--- src/rtl/booth_seq_ctrl.sv ---
// booth_seq_ctrl: sequential radix-4 Booth multiplier, 32x32 signed -> 64.
// One Booth digit per BUSY cycle; valid/ready on both operand and result sides.
//
// Ports:
//   clk, rst (async, active-high)
//   start_valid / start_ready, x, y    : operand handshake
//   busy, booth_sign/one/two, digit_idx : current digit (0 when not busy)
//   res_valid / res_ready, product     : result handshake
//
// Option: define BOOTH_SEQ_SKIP_ZERO_EN to finish early once the remaining
// multiplier digits are all zero.
module booth_seq_ctrl (
    input  logic        clk,
    input  logic        rst,
    input  logic        start_valid,
    output logic        start_ready,
    input  logic [31:0] x,
    input  logic [31:0] y,
    output logic        busy,
    output logic        booth_sign,
    output logic        booth_one,
    output logic        booth_two,
    output logic [3:0]  digit_idx,
    output logic        res_valid,
    input  logic        res_ready,
    output logic [63:0] product
);

    typedef enum logic [1:0] {
        S_IDLE,
        S_BUSY,
        S_DONE
    } state_t;

    state_t      state;
    state_t      state_nx;

    logic [31:0] xr;
    logic [31:0] yr;
    logic [63:0] acc;
    logic [63:0] acc_nx;
    logic [63:0] prod;
    logic [3:0]  idx;

    logic [32:0] yext;
    logic [5:0]  bpos;
    logic        b2, b1, b0;
    logic        d_sign, d_one, d_two;
    logic [63:0] xs;
    logic [63:0] mag;
    logic [63:0] term;
    logic        last;

`ifdef BOOTH_SEQ_SKIP_ZERO_EN
    logic [31:0] yhi;
`endif

    // Digit extraction and accumulate term for the digit at idx
    always_comb begin
        yext   = {yr, 1'b0};              // y[-1] = 0 lives at bit 0
        bpos   = {1'b0, idx, 1'b0};
        b2     = yext[bpos + 6'd2];
        b1     = yext[bpos + 6'd1];
        b0     = yext[bpos];
        d_one  = b1 ^ b0;
        d_two  = (b2 & ~b1 & ~b0) | (~b2 & b1 & b0);
        d_sign = b2 & ~(b1 & b0);
        xs     = {{32{xr[31]}}, xr};
        mag    = '0;
        if (d_one)
            mag = xs;
        else if (d_two)
            mag = xs << 1;
        term   = d_sign ? (~mag + 64'd1) : mag;
        acc_nx = acc + (term << bpos);
    end

    // Last digit: fixed 16, or earlier once the upper multiplier bits are
    // pure sign extension (every remaining digit is then zero)
`ifdef BOOTH_SEQ_SKIP_ZERO_EN
    always_comb begin
        yhi  = $signed(yr) >>> (bpos[4:0] + 5'd1);
        last = (idx == 4'd15) || (yhi == 32'd0) || (yhi == 32'hFFFF_FFFF);
    end
`else
    always_comb begin
        last = (idx == 4'd15);
    end
`endif

    always_ff @(posedge clk or posedge rst) begin
        if (rst)
            state <= S_IDLE;
        else
            state <= state_nx;
    end

    always_comb begin
        state_nx = state;
        unique case (state)
            S_IDLE: if (start_valid) state_nx = S_BUSY;
            S_BUSY: if (last)        state_nx = S_DONE;
            S_DONE: if (res_ready)   state_nx = S_IDLE;
            default:                 state_nx = S_IDLE;
        endcase
    end

    always_ff @(posedge clk or posedge rst) begin
        if (rst) begin
            xr   <= '0;
            yr   <= '0;
            acc  <= '0;
            idx  <= '0;
            prod <= '0;
        end else begin
            unique case (state)
                S_IDLE: begin
                    if (start_valid) begin
                        xr  <= x;
                        yr  <= y;
                        acc <= '0;
                        idx <= '0;
                    end
                end
                S_BUSY: begin
                    acc <= acc_nx;
                    idx <= idx + 4'd1;
                    if (last)
                        prod <= acc_nx;
                end
                default: begin
                end
            endcase
        end
    end

    always_comb begin
        start_ready = (state == S_IDLE);
        busy        = (state == S_BUSY);
        res_valid   = (state == S_DONE);
        booth_sign  = busy & d_sign;
        booth_one   = busy & d_one;
        booth_two   = busy & d_two;
        digit_idx   = busy ? idx : 4'd0;
        product     = prod;
    end

endmodule

--- config.mk ---
export PLATFORM = sky130hd
export DESIGN_NAME = booth_seq_ctrl
export DESIGN_NICKNAME = d
export VERILOG_FILES = /design/src/rtl/booth_seq_ctrl.sv
export SDC_FILE = /design/constraint.sdc
export NUM_CORES = 1
export LEC_CHECK = 0
export ABC_AREA = 1
export BUFFER_PORTS_ARGS = -buffer_cell sky130_fd_sc_hd__buf_2
export CAP_MARGIN = 20
export CORE_MARGIN = 5
export CORE_UTILIZATION = 60
export CTS_BUF_LIST = sky130_fd_sc_hd__clkbuf_8
export DETAILED_ROUTE_END_ITERATION = 7
export GPL_TIMING_DRIVEN = 0
export HOLD_SLACK_MARGIN = 0.05
export PLACE_DENSITY = 0.8
export SLEW_MARGIN = 20
export SYNTH_ARGS = -nofsm -noshare
export SYNTH_HDL_FRONTEND = slang
export SYNTH_SLANG_ARGS = --single-unit
--- constraint.sdc ---
create_clock -name clk -period 7.83 [get_ports clk]
set_clock_uncertainty 0.15 [all_clocks]
set_input_delay 1.566 -clock clk [delete_from_list [all_inputs] [get_ports clk]]
set_output_delay 1.566 -clock clk [all_outputs]
set_load 0.05 [all_outputs]
==> impl_summary.md <==
Floorplan
The overall die height is between 150 and 200 um. The initial core utilization is 0.6104. The overall die width is 170.1 um.

The floorplan step defined a die boundary enclosing between 20000 and 30000 um2. The number of cell rows is just under 60. The count of boundary I/O pins is 142.

The core region is ~25000 um2.

Place
The detailed placement HPWL is around 42 mm. Before CTS, the worst setup slack after placement is roughly 0.38 ns. The count of buffers from port buffering is roughly 140.

The routability congestion estimate from global placement is 1.046.

Routing
Once detail routing completed, the nets flagged for antenna violations numbered 0. The routed layout has approximately 17000 vias. The aggregate routed wire length is approximately 53 mm. The initial detailed-routing violation count is approximately 1700.

For this run, design rule violations remaining after detail routing come to 0. The via count normalized by instance count is between 5 and 6. Dividing the detail-routed wire length by the instance count gives ~18 um.

The pre-antenna-repair detailed-routing pass consisted of 8 iterations.

Run
Max-cap violations in this run came to 0.

Critical path
The cell occurring most often along the worst timing path is nand2_1. The number of buffers and inverters on the critical path is 4. The kind of launch point of the worst setup path is a register. Along the worst path, the maximum fanout reaches 10.

The kind of cell with the highest combined delay along the critical path is compound AO/OA/AOI/OAI gates. The data required time of the worst path is 8.07 ns. The category of the most critical setup path is reg -> reg. On the worst path, the slowest cell contributes a delay of 0.45 ns.

Among all stages on the critical path, the largest delay is contributed by dfrtp_1. The kind of end point of the critical path is a register. The arrival time of data at the critical path endpoint is between 7 and 8 ns.

Timing
Of the available clock period, the critical path in the final layout requires 0.9250. The worst-case headroom to the max-slew limit is 0.2976. The number of slew-limit violations in the final report is 0. The worst path needs approximately 7.2 ns of the cycle, external delays included. The setup-violating endpoint count in the final report is 0. The final-report hold violation count is 0. The highest clock frequency the design can meet is 138.1 MHz. On the final layout, the worst hold slack is 0.3362 ns. The setup total negative slack is 0 ns. The transition at the pin with the smallest max-transition slack is 1.054 ns. The setup slack after layout is just under 0.6 ns. Setup repair after global routing left no endpoint under its margin.

Synthesis
Sorting the synthesized cells by area gives the leading types as dfrtp_1 (32%), nand2_1 (17%), nand3_1 (8.8%), a21oi_1 (6.2%), ha_1 (5.8%). The number of flops mapped to enable cells by yosys is 0. In this run the mean area of a mapped cell was approximately 6.5 um2. Of the post-synthesis cell area, the dominant cell type holds 0.3223. The dominant cell type by area after synthesis is dfrtp_1. During synthesis, Yosys emitted a total of 0 warnings. The most used flip-flop cell after synthesis is dfrtp_1. The most used standard cell by instance count after synthesis is nand2_1. After synthesis, the most frequently instantiated cells are nand2_1 (700), nand3_1 (270), nor2_1 (230). In this run, synthesis produced a sequential element count of between 150 and 200. The synthesized netlist contains 46 unique library cells. The share of flip-flops with an asynchronous set or reset after synthesis is 1.000. Counting every instance in the synthesized netlist gives about 2400.

The number of nets in the synthesized netlist is around 2500. The mapped netlist covers 15370 um2. For this run, the register share of the synthesized area comes to 0.3223.

CTS
The number of gates given a new drive strength after cts is 0. The clock net in this run drives a total of roughly 200 sinks. The clock-pin slew reported for the worst setup and hold paths after clock tree synthesis is 0.11 ns.

The root buffer cell is clkbuf_8. No sink is reached through more buffers than the 2 on the longest clock path. The clock reaches the later pin of the worst-skew pair after ~0.5 ns.

The post-CTS setup repair buffer count is 0. TritonCTS built the clock tree. In this run, post-CTS hold repair placed 0 buffers. The number of buffers added by the clock tree synthesis step is 17. The H-tree generated during clock tree synthesis spans 4 levels.

Global route
After global routing the overflow that remains totals 0. The initial antenna violation count is 0. The overall track demand over capacity in global routing is 0.3594. The number of global-route vias before repair is approximately 16000. The global-route wire length before repair is 82.65 mm. The maximum number of pins on one net before global-route repair is between 100 and 150.

Finish
The final layout contains ~2700 nets. The number of antenna repair diodes is 0. Once layout is complete, the utilization of the core stands at 0.6729.

The proportion of layout cells with a drive suffix above 1 is 0.1166. The area growth from synthesis to layout is 10.23%.

Run status
The flow ran to the end, and the final reports show no timing, DRC or antenna violations.

Worst hold path
The min-delay analysis places its worst path in the category reg -> reg.
[cell type report]
type,count,area [um2]
clock inverters,14,168.9
flip-flops and latches,198,4955
multi-input cells,1846,9140
plain buffers,99,475.5
fillers,2261,8238
repair buffers,142,733.2
clock buffers,18,247.7
inverters,214,810.8
well taps,330,412.9
[flip-flops by register name (all words and copies together), names as in the netlist]
| register | cells |
|---|---|
| idx | 4 |
| xr | 32 |
| acc | 64 |
| yr | 32 |
| state | 2 |
| product | 64 |
[cell families (layout without fill, tap and decap cells)]
logic type,after synthesis,in the layout,share of synthesized area
buffers and inverters,314,487,0.08327
adders and majority gates,72,72,0.05910
DFF,198,198,0.3223
muxes,16,16,0.01164
xor gates and xnor gates,29,29,0.01652
and+or+nand+nor,1283,1283,0.3520
AOI/OAI and AO/OA,446,446,0.1551
[placed cells by master, fill, tap and decap left out, drive strengths merged, types with 5 or more instances in the layout]
cell type / n
a21boi: 7
a21oi: 191
a31oi: 26
buf: 191
clkbuf: 68
clkinv: 6
dfrtp: 198
ha: 71
inv: 221
mux2: 15
nand2: 720
nand3: 281
nand3b: 5
nand4: 7
nor2: 247
nor3: 11
o211ai: 7
o21a: 6
o21ai: 187
or2: 7
xnor2: 12
xor2: 17
[worst min-delay path, cell delays in order (launching register included)]
cell     delay [ns]
dfrtp_1        0.36
nand2_1        0.05
nand2_1        0.05
[through the flow]
| step | instance area [um2] | instances |
|---|---|---|
| finish | 16940 | 2861 |
| global route | 16940 | 2861 |
| CTS | 16940 | 2862 |
| detailed placement | 16520 | 2830 |
| global placement | 16490 | 2829 |
| floorplan | 15370 | 2358 |
[path summary, 6_finish.rpt]
check                                  from           to  slack (ns)  depth (start not counted)
max in group asynchronous               rst       idx[0]        5.54                          3
worst max-delay path                 idx[0]  product[58]        0.59                         38
worst min-delay path            product[55]  product[55]        0.34                          2
min in group asynchronous               rst      acc[16]        0.97                          2
worst max register to register       idx[0]  product[58]        0.59                         38
worst min register to register  product[55]  product[55]        0.34                          2
[metal layers]
metal / track usage / vias to the layer above / routed length [um]
li1: - / 8080 / -
met1: 0.4683 / 7749 / 21630
met2: 0.5934 / 800 / 24310
met3: 0.06016 / 164 / 4220
met4: 0.1538 / 0 / 2510
met5: 0 / - / 0
Power is not shown: default switching activity piles up to over one toggle a cycle in this logic, so the estimate is an artifact.
